### src/rtl/pipeline_hazard_ctrl.sv
// Hazard and stall controller for a five-stage pipeline: load-use stalls, branch flushes,
// data-memory wait freezes with a timeout that parks the pipeline in ERROR until reset.
module pipeline_hazard_ctrl #(
   parameter int unsigned MEM_TIMEOUT = 255
) (
   input  logic        clk,
   input  logic        reset,
   input  logic [4:0]  rs1Address_ID,
   input  logic [4:0]  rs2Address_ID,
   input  logic        usesRs1_ID,
   input  logic        usesRs2_ID,
   input  logic [4:0]  rdAddress_EX,
   input  logic        memRead_EX,
   input  logic        branchTaken_EX,
   input  logic        memRequest_MEM,
   input  logic        memReady,
   output logic        pcEnable,
   output logic        ifidEnable,
   output logic        idexEnable,
   output logic        exmemEnable,
   output logic        memwbEnable,
   output logic        ifidFlush,
   output logic        idexFlush,
   output logic        memwbFlush,
   output logic        memError,
   output logic [15:0] stallCount
);

   typedef enum logic [1:0] {
      RUN      = 2'd0,
      MEM_WAIT = 2'd1,
      ERROR    = 2'd2
   } state_t;

   // Last permitted value of the incremented wait counter before giving up on memory.
   localparam logic [8:0] TIMEOUT_LAST = 9'(MEM_TIMEOUT - 1);

   state_t      state_reg;
   state_t      state_next;
   logic [7:0]  wait_count_reg;
   logic [7:0]  wait_count_next;
   logic [8:0]  wait_inc;
   logic [15:0] stall_count_reg;
   logic [15:0] stall_count_next;
   logic        mem_error_reg;

   logic [4:0]  src_addr [2];
   logic        src_used [2];
   logic [1:0]  src_match;
   logic        load_use;
   logic        mem_freeze;

   assign src_addr[0] = rs1Address_ID;
   assign src_addr[1] = rs2Address_ID;
   assign src_used[0] = usesRs1_ID;
   assign src_used[1] = usesRs2_ID;

   genvar gi;
   generate
      for (gi = 0; gi < 2; gi++) begin : g_src
         assign src_match[gi] = src_used[gi] && (src_addr[gi] == rdAddress_EX);
      end
   endgenerate

   // x0 is never a real producer, so a load targeting it cannot create a hazard.
   assign load_use   = memRead_EX && (rdAddress_EX != 5'd0) && (|src_match);
   assign mem_freeze = memRequest_MEM && !memReady && (state_reg != ERROR);

   always_comb begin
      pcEnable    = 1'b0;
      ifidEnable  = 1'b0;
      idexEnable  = 1'b0;
      exmemEnable = 1'b0;
      memwbEnable = 1'b0;
      ifidFlush   = 1'b0;
      idexFlush   = 1'b0;
      memwbFlush  = 1'b0;
      if (!reset || state_reg == ERROR) begin
         pcEnable = 1'b0;
      end else if (mem_freeze) begin
         // Whole pipe holds; WB receives a bubble so the stalled write is not repeated.
         memwbFlush = 1'b1;
      end else if (branchTaken_EX) begin
         pcEnable    = 1'b1;
         ifidEnable  = 1'b1;
         idexEnable  = 1'b1;
         exmemEnable = 1'b1;
         memwbEnable = 1'b1;
         ifidFlush   = 1'b1;
         idexFlush   = 1'b1;
      end else if (load_use) begin
         idexEnable  = 1'b1;
         exmemEnable = 1'b1;
         memwbEnable = 1'b1;
         idexFlush   = 1'b1;
      end else begin
         pcEnable    = 1'b1;
         ifidEnable  = 1'b1;
         idexEnable  = 1'b1;
         exmemEnable = 1'b1;
         memwbEnable = 1'b1;
      end
   end

   assign wait_inc = {1'b0, wait_count_reg} + 9'd1;

   always_comb begin
      state_next      = state_reg;
      wait_count_next = wait_count_reg;
      case (state_reg)
         RUN: begin
            if (mem_freeze) begin
               state_next      = MEM_WAIT;
               wait_count_next = 8'd0;
            end
         end
         MEM_WAIT: begin
            if (!mem_freeze) begin
               state_next = RUN;
            end else begin
               wait_count_next = wait_inc[7:0];
               if (wait_inc >= TIMEOUT_LAST) begin
                  state_next = ERROR;
               end
            end
         end
         ERROR: begin
            state_next = ERROR;
         end
         default: begin
            state_next      = RUN;
            wait_count_next = 8'd0;
         end
      endcase
   end

   always_comb begin
      stall_count_next = stall_count_reg;
      if (!pcEnable && state_reg != ERROR && stall_count_reg != 16'hFFFF) begin
         stall_count_next = stall_count_reg + 16'd1;
      end
   end

   always_ff @(posedge clk or negedge reset) begin
      if (!reset) begin
         state_reg       <= RUN;
         wait_count_reg  <= 8'd0;
         stall_count_reg <= 16'd0;
         mem_error_reg   <= 1'b0;
      end else begin
         state_reg       <= state_next;
         wait_count_reg  <= wait_count_next;
         stall_count_reg <= stall_count_next;
         mem_error_reg   <= (state_next == ERROR);
      end
   end

   assign memError   = mem_error_reg;
   assign stallCount = stall_count_reg;

endmodule

### config.mk
export PLATFORM = sky130hd
export DESIGN_NAME = pipeline_hazard_ctrl
export DESIGN_NICKNAME = d
export VERILOG_FILES = /design/src/rtl/pipeline_hazard_ctrl.sv
export SDC_FILE = /design/constraint.sdc
export NUM_CORES = 1
export LEC_CHECK = 0
export CAP_MARGIN = 20
export CORE_AREA = 2 2 76 78
export DETAILED_ROUTE_END_ITERATION = 10
export DIE_AREA = 0 0 78 80
export HOLD_SLACK_MARGIN = 0.05
export PLACE_DENSITY = 0.56
export SLEW_MARGIN = 20
export SYNTH_ARGS = -nofsm -noshare
export SYNTH_HDL_FRONTEND = slang
export SYNTH_SLANG_ARGS = --single-unit
export TNS_END_PERCENT = 30
### constraint.sdc
create_clock -name clk -period 4.15 [get_ports clk]
set_input_delay 0.83 -clock clk [delete_from_list [all_inputs] [get_ports clk]]
set_output_delay 0.83 -clock clk [all_outputs]
set_load 0.05 [all_outputs]
==> results of run 1 <==
-- metal layers --
layer  GRT usage [%]  wire length (um)
met4            5.26                47
met5               0                 0
met1            15.8              1590
met2            19.3              1610
met3            2.60               242
-- cell families (layout without fill, tap and decap cells) --
family                     after synthesis  count (layout)  share of synthesized area (%)
adders and majority gates                3               3                           2.40
muxes                                    2               2                           1.36
buffers and inverters                   12              60                           3.59
AOI/OAI and AO/OA                       25              25                           9.58
and+or+nand+nor                         72              72                           24.4
DFF                                     27              27                           43.1
xor gates and xnor gates                27              27                           15.6
-- report_power, final --
group	switching, mW	total, mW	leakage, nW	internal, mW
sequential	0	0.263	0.357	0.263
clock	0.0847	0.152	0.0255	0.0673
combinational	0.0151	0.0399	0.521	0.0247
-- critical path, stage by stage --
cell             delay, ps
clkdlybuf4s50_1        460
or4_1                  530
o21ai_0                210
or2_2                  150
o21ai_2                 60
inv_2                  160
buf_12                 150
-- final cells by class --
type | instances | area, um2 | area share, %
clock buffer | 3 | 41.3 | 1.84
clock inverter | 1 | 5.00 | 0.223
multi-input combinational | 129 | 835 | 37.2
sequential | 27 | 676 | 30.1
inverter | 6 | 22.5 | 1.00
tap | 72 | 90.1 | 4.02
timing repair buffer | 50 | 573 | 25.6
-- worst paths after layout --
path / start / to / cells past startpoint
max: rdAddress_EX[0] / pcEnable / 7
min: stallCount[10] / stallCount[10] / 1
max reg2reg: stallCount[0] / stallCount[15] / 8
min reg2reg: stallCount[10] / stallCount[10] / 1
max in group asynchronous: reset / state_reg[0] / 2
min in group asynchronous: reset / wait_count_reg[0] / 2
-- cell usage in the layout, fill, tap and decap left out, drive strengths merged --
cell type,n
nor2,12
or4,2
or2,1
clkinv,1
nand4,2
a21oi,1
o21a,2
mux2i,1
a32oi,1
nand4b,1
nand2b,1
a21boi,1
and3,8
nand2,12
ha,3
o211ai,1
nor3,1
clkdlybuf4s50,39
and2,2
nand3,21
nor4,4
nand3b,3
buf,11
dfrtp,27
a211oi,1
clkbuf,3
xnor2,18
o31ai,2
inv,6
xor2,9
or4b,1
and4,1
mux2,1
o21ai,16
-- per-stage QoR --
step	instances	power, mW
finish	288	0.455
floorplan	168	0.278
global placement	284	0.309
detailed placement	284	0.309
CTS	288	0.459
global route	288	0.476
==> impl_metrics.py, run 1 <==
metrics = {
    "status": {
        "status": "finished clean",
    },
    "sta": {
        "finalCriticalPeriod_ps": 3380,
        "maxSlewViolCount": 0,
        "fin_ws_ps": 769,
        "finalSetupViolations": 0,
        "timing.fmax_mhz": 296,
        "worstMarginPinSlew_ps": 563,
        "fin_worst_skew_ps": 5.70,
        "timing.final.hold_violations": 0,
        "rsz0062_at_grt": "false",
        "period_share_pct": 81.5,
        "tns_ps": 0,
        "timing.hold.ws_ps": 504,
        "relSlewSlack_pct": 62.4,
    },
    "clock_tree": {
        "postCtsResizedCells": 0,
        "clkLatencyLatePin_ps": 270,
        "cts_made_buffers": 3,
        "clkTransAtPathRegs_ps": 100,
        "tritoncts": "yes",
        "clock_sinks": 27,
        "htree_levels": 1,
        "clk_path_buf_depth": 2,
        "post_cts_buffers": 0,
        "ctsHoldBuffers": 0,
        "root_buffer": "clkbuf_8",
    },
    "final_layout": {
        "synthToLayoutAreaGrowth_pct": 43.1,
        "antenna_cells": 0,
        "drive_gt1_share_pct": 9.72,
        "stdcell_area_um2": 2240,
        "nNetsFinal": 243,
        "nFillCells": 551,
        "final_core_util_pct": 41.5,
        "largest_reg_flops": 16,
    },
    "yosys": {
        "synth_top_cell_by_area": "dfrtp_1",
        "synth_warnings": 0,
        "yosys_register_bits": 27,
        "yosysTopAreaCellShare_pct": 43.1,
        "synth_edf_count": 0,
        "synth_cell_types": 36,
        "syn_avg_cell_area_um2": 9.32,
        "yosysSeqAreaShare_pct": 43.1,
        "ys_top_cells_by_count": "dfrtp_1 (27), nand3_1 (21), xnor2_1 (17)",
        "synth.most_common_cell": "dfrtp_1",
        "synthCells": 168,
        "ys_async_sr_fraction_pct": 100,
        "synth_fp_nets": 194,
        "netlist_area_um2": 1570,
        "synthTopCellsByArea": "dfrtp_1 (43%), xnor2_1 (9.5%), nand3_1 (6.7%)",
        "synth_flop_cell": "dfrtp_1",
    },
    "placement": {
        "pre_cts_ws_ps": 739,
        "place_congestion": 0.751,
        "hpwl_um": 2680,
        "dpl-instance-area_um2": 2200,
        "portBuffers": 47,
    },
    "routing": {
        "viasPerCell": 4.77,
        "dr.first_iter.drc_count": 55,
        "wl_um": 3490,
        "avgRoutedWirePerCell_um": 12.1,
        "vias": 1375,
        "drc": 0,
        "ant_nets": 0,
        "firstDrtPassIters": 4,
    },
    "global_routing": {
        "overflow": 0,
        "grt_pass1_vias": 1278,
        "antenna_found_initial": 0,
        "grt_max_degree": 29,
        "grtUsageTotal_pct": 12.1,
        "grt_pass1_wl_um": 6040,
    },
    "die": {
        "die_h_um": 80,
        "core_region_area_um2": 5410,
        "dieArea_um2": 6240,
        "rows": 27,
        "start_util_pct": 29.0,
        "die_w_um": 78,
        "num_io_pins": 48,
    },
    "job": {
        "cap_violations": 0,
    },
    "power_and_ir_drop": {
        "cellLeakagePower_nw": 0.903,
        "vdd_ir_drop_max_mv": 0.122,
        "power.density_nw_per_um2": 203,
    },
    "setup_path": {
        "criticalPathCategory": "in2out",
        "critPathMaxFanout": 4,
        "start_kind": "input pin",
        "r2r_slack_ps": 1980,
        "cp_data_required_time_ps": 3320,
        "arrival_ps": 2550,
        "cp-end-kind": "output port",
    },
    "min_path": {
        "min_path_type": "reg2reg",
    },
}
Power figures use the tool's default switching activity.
==> inputs of run 2 (changes only) <==
PLACE_DENSITY = 0.58   (was 0.56)
clock period = 3 ns   (was 4.15 ns; I/O delays follow)
==> run 2 against run 1 <==
Global-route usage down 0.21 points. Wire length down 0.49%. Sequential share of layout area down 0.18 points. Clock power up 34%. Utilization up 0.25 points. Combinational power up 42%. Clock-buffer cell count up 1. Sequential cell count unchanged. First-iteration DRC count down 27%. Die area unchanged. Highest routed layer unchanged.
==> impl_metrics.py, run 2 (synthesis gave the netlist of run 1 again) <==
metrics = {
    "clock_tree": {
        "htree_levels": 1,
        "cts_made_buffers": 3,
        "clk_path_buf_depth": 2,
        "clock_sinks": 27,
        "clkTransAtPathRegs_ps": 90,
        "clkLatencyLatePin_ps": 270,
        "tritoncts": "yes",
        "root_buffer": "clkbuf_8",
    },
    "final_layout": {
        "multi_input_area_um2": 835,
        "drive_gt1_share_pct": 10.1,
        "nNetsFinal": 245,
        "nFillCells": 540,
        "stdcell_area_um2": 2260,
        "layout_common_cells": "clkdlybuf4s50_1 (39), dfrtp_1 (27), nand3_1 (21), xnor2_1 (17), o21ai_0 (14)",
        "seq_area_um2": 676,
        "final_common_cell": "clkdlybuf4s50_1",
        "synthToLayoutAreaGrowth_pct": 44.0,
        "antenna_cells": 0,
        "largest_reg_flops": 16,
    },
    "routing": {
        "wl_um": 3470,
        "ant_nets": 0,
        "drc": 0,
        "viasPerCell": 4.70,
        "avgRoutedWirePerCell_um": 12.0,
        "firstDrtPassIters": 6,
        "dr.first_iter.drc_count": 40,
        "vias": 1363,
    },
    "setup_path": {
        "critPathMaxFanout": 4,
        "crit_chain": "clkdlybuf4s50_1 > or4_1 > o21ai_1 > or2_2 > o21ai_2 > inv_2 > buf_12",
        "arrival_ps": 2260,
        "critPathMaxStageDelay_ps": 540,
        "critPathTopFamily": "buffers and inverters",
        "cp_data_required_time_ps": 2400,
        "cp-end-kind": "output port",
        "crit_buf_inv": 3,
        "start_kind": "input pin",
        "r2r_slack_ps": 830,
        "criticalPathCategory": "in2out",
        "slowest_stage": "or4_1",
    },
    "power_and_ir_drop": {
        "seqPwrFrac_pct": 58.3,
        "switchingPower_uw": 130,
        "vdd_ir_drop_max_mv": 0.155,
        "swShare_pct": 20.9,
        "p_comb_share_pct": 9.0,
        "power.density_nw_per_um2": 277,
        "power_frac_clock_pct": 32.7,
        "intPower_uw": 494,
        "cellLeakagePower_nw": 0.910,
    },
    "die": {
        "die_h_um": 80,
        "dieArea_um2": 6240,
        "die_w_um": 78,
        "start_util_pct": 29.0,
        "core_region_area_um2": 5410,
        "num_io_pins": 48,
        "rows": 27,
    },
    "sta": {
        "maxSlewViolCount": 0,
        "timing.final.hold_violations": 0,
        "relSlewSlack_pct": 59.9,
        "finalCriticalPeriod_ps": 2860,
        "fin_worst_skew_ps": 3.12,
        "finalSetupViolations": 0,
        "timing.fmax_mhz": 350,
        "tns_ps": 0,
        "rsz0062_at_grt": "false",
        "worstMarginPinSlew_ps": 601,
        "period_share_pct": 95.2,
    },
    "placement": {
        "place_congestion": 0.801,
        "portBuffers": 47,
        "hpwl_um": 2720,
        "dpl-instance-area_um2": 2210,
    },
    "global_routing": {
        "grt_pass1_wl_um": 6050,
        "grt_pass1_vias": 1333,
        "antenna_found_initial": 0,
        "grt_max_degree": 16,
        "overflow": 0,
        "grtUsageTotal_pct": 11.9,
    },
    "min_path": {
        "min_path_type": "reg2reg",
    },
    "job": {
        "cap_violations": 0,
    },
    "status": {
        "status": "finished clean",
    },
}
-- run 2: cell count changes in the layout (fill, tap and decap cells not counted), sizes merged --
cell / previous run / this run
buf: 11 / 13
clkbuf: 3 / 4
clkinv: 1 / 0
-- run 2: final cells by class --
class                   instances  share of cell area, %
repair buffers                 52                   26.1
clock buffers                   4                   2.00
multi-input cells             129                   37.0
well taps                      72                   3.99
flip-flops and latches         27                   30.0
inverters                       6                  0.998
-- run 2: path summary, 6_finish.rpt --
kind | startpoint | to | cells after the start
max | rdAddress_EX[0] | pcEnable | 7
min | stallCount[10] | stallCount[10] | 1
max reg2reg | stallCount[0] | stallCount[15] | 8
min reg2reg | stallCount[10] | stallCount[10] | 1
max in group asynchronous | reset | stallCount[10] | 2
min in group asynchronous | reset | wait_count_reg[0] | 2
-- run 2: layer usage --
| layer | global-route usage, % | wire length [um] |
|---|---|---|
| met4 | 3.68 | 31 |
| met1 | 15.7 | 1560 |
| met3 | 3.28 | 244 |
| met5 | 0 | 0 |
| met2 | 19.0 | 1630 |
-- run 2: power by group through the flow --
stage / logic (mW) / registers (mW) / clock network, mW
2_1_floorplan: 0.0132 / 0.371 / 0
3_3_place_gp: 0.0574 / 0.371 / 0
3_5_place_dp: 0.0577 / 0.371 / 0
4_1_cts: 0.0577 / 0.364 / 0.212
5_1_grt: 0.0630 / 0.364 / 0.229
6_report: 0.0565 / 0.364 / 0.204
-- run 2: metrics by stage --
step           util (%)  hold slack [ps]  total power [mW]  cells  setup slack (ps)
6_report           41.7              508             0.624    290               143
5_1_grt            41.7              534             0.656    290              57.0
4_1_cts            41.7              515             0.633    290              77.2
3_5_place_dp       40.9              498             0.429    286              70.1
3_3_place_gp       40.9              493             0.428    286              88.1
2_1_floorplan         -              304             0.384    168               409
-- run 2: timing repair --
action / in CTS / in global routing
resized for setup: 0 / 1
setup buffers: 0 / 0
hold endpoints to repair: 0 / 0
endpoints found under the setup margin: 0 / 2
hold buffers: 0 / 0
==> inputs of run 3 (changes only) <==
SLEW_MARGIN = unset   (was 20)
TNS_END_PERCENT = unset   (was 30)
==> results of run 3 <==
Final layout, timing and power as in run 2 (identical DEF).
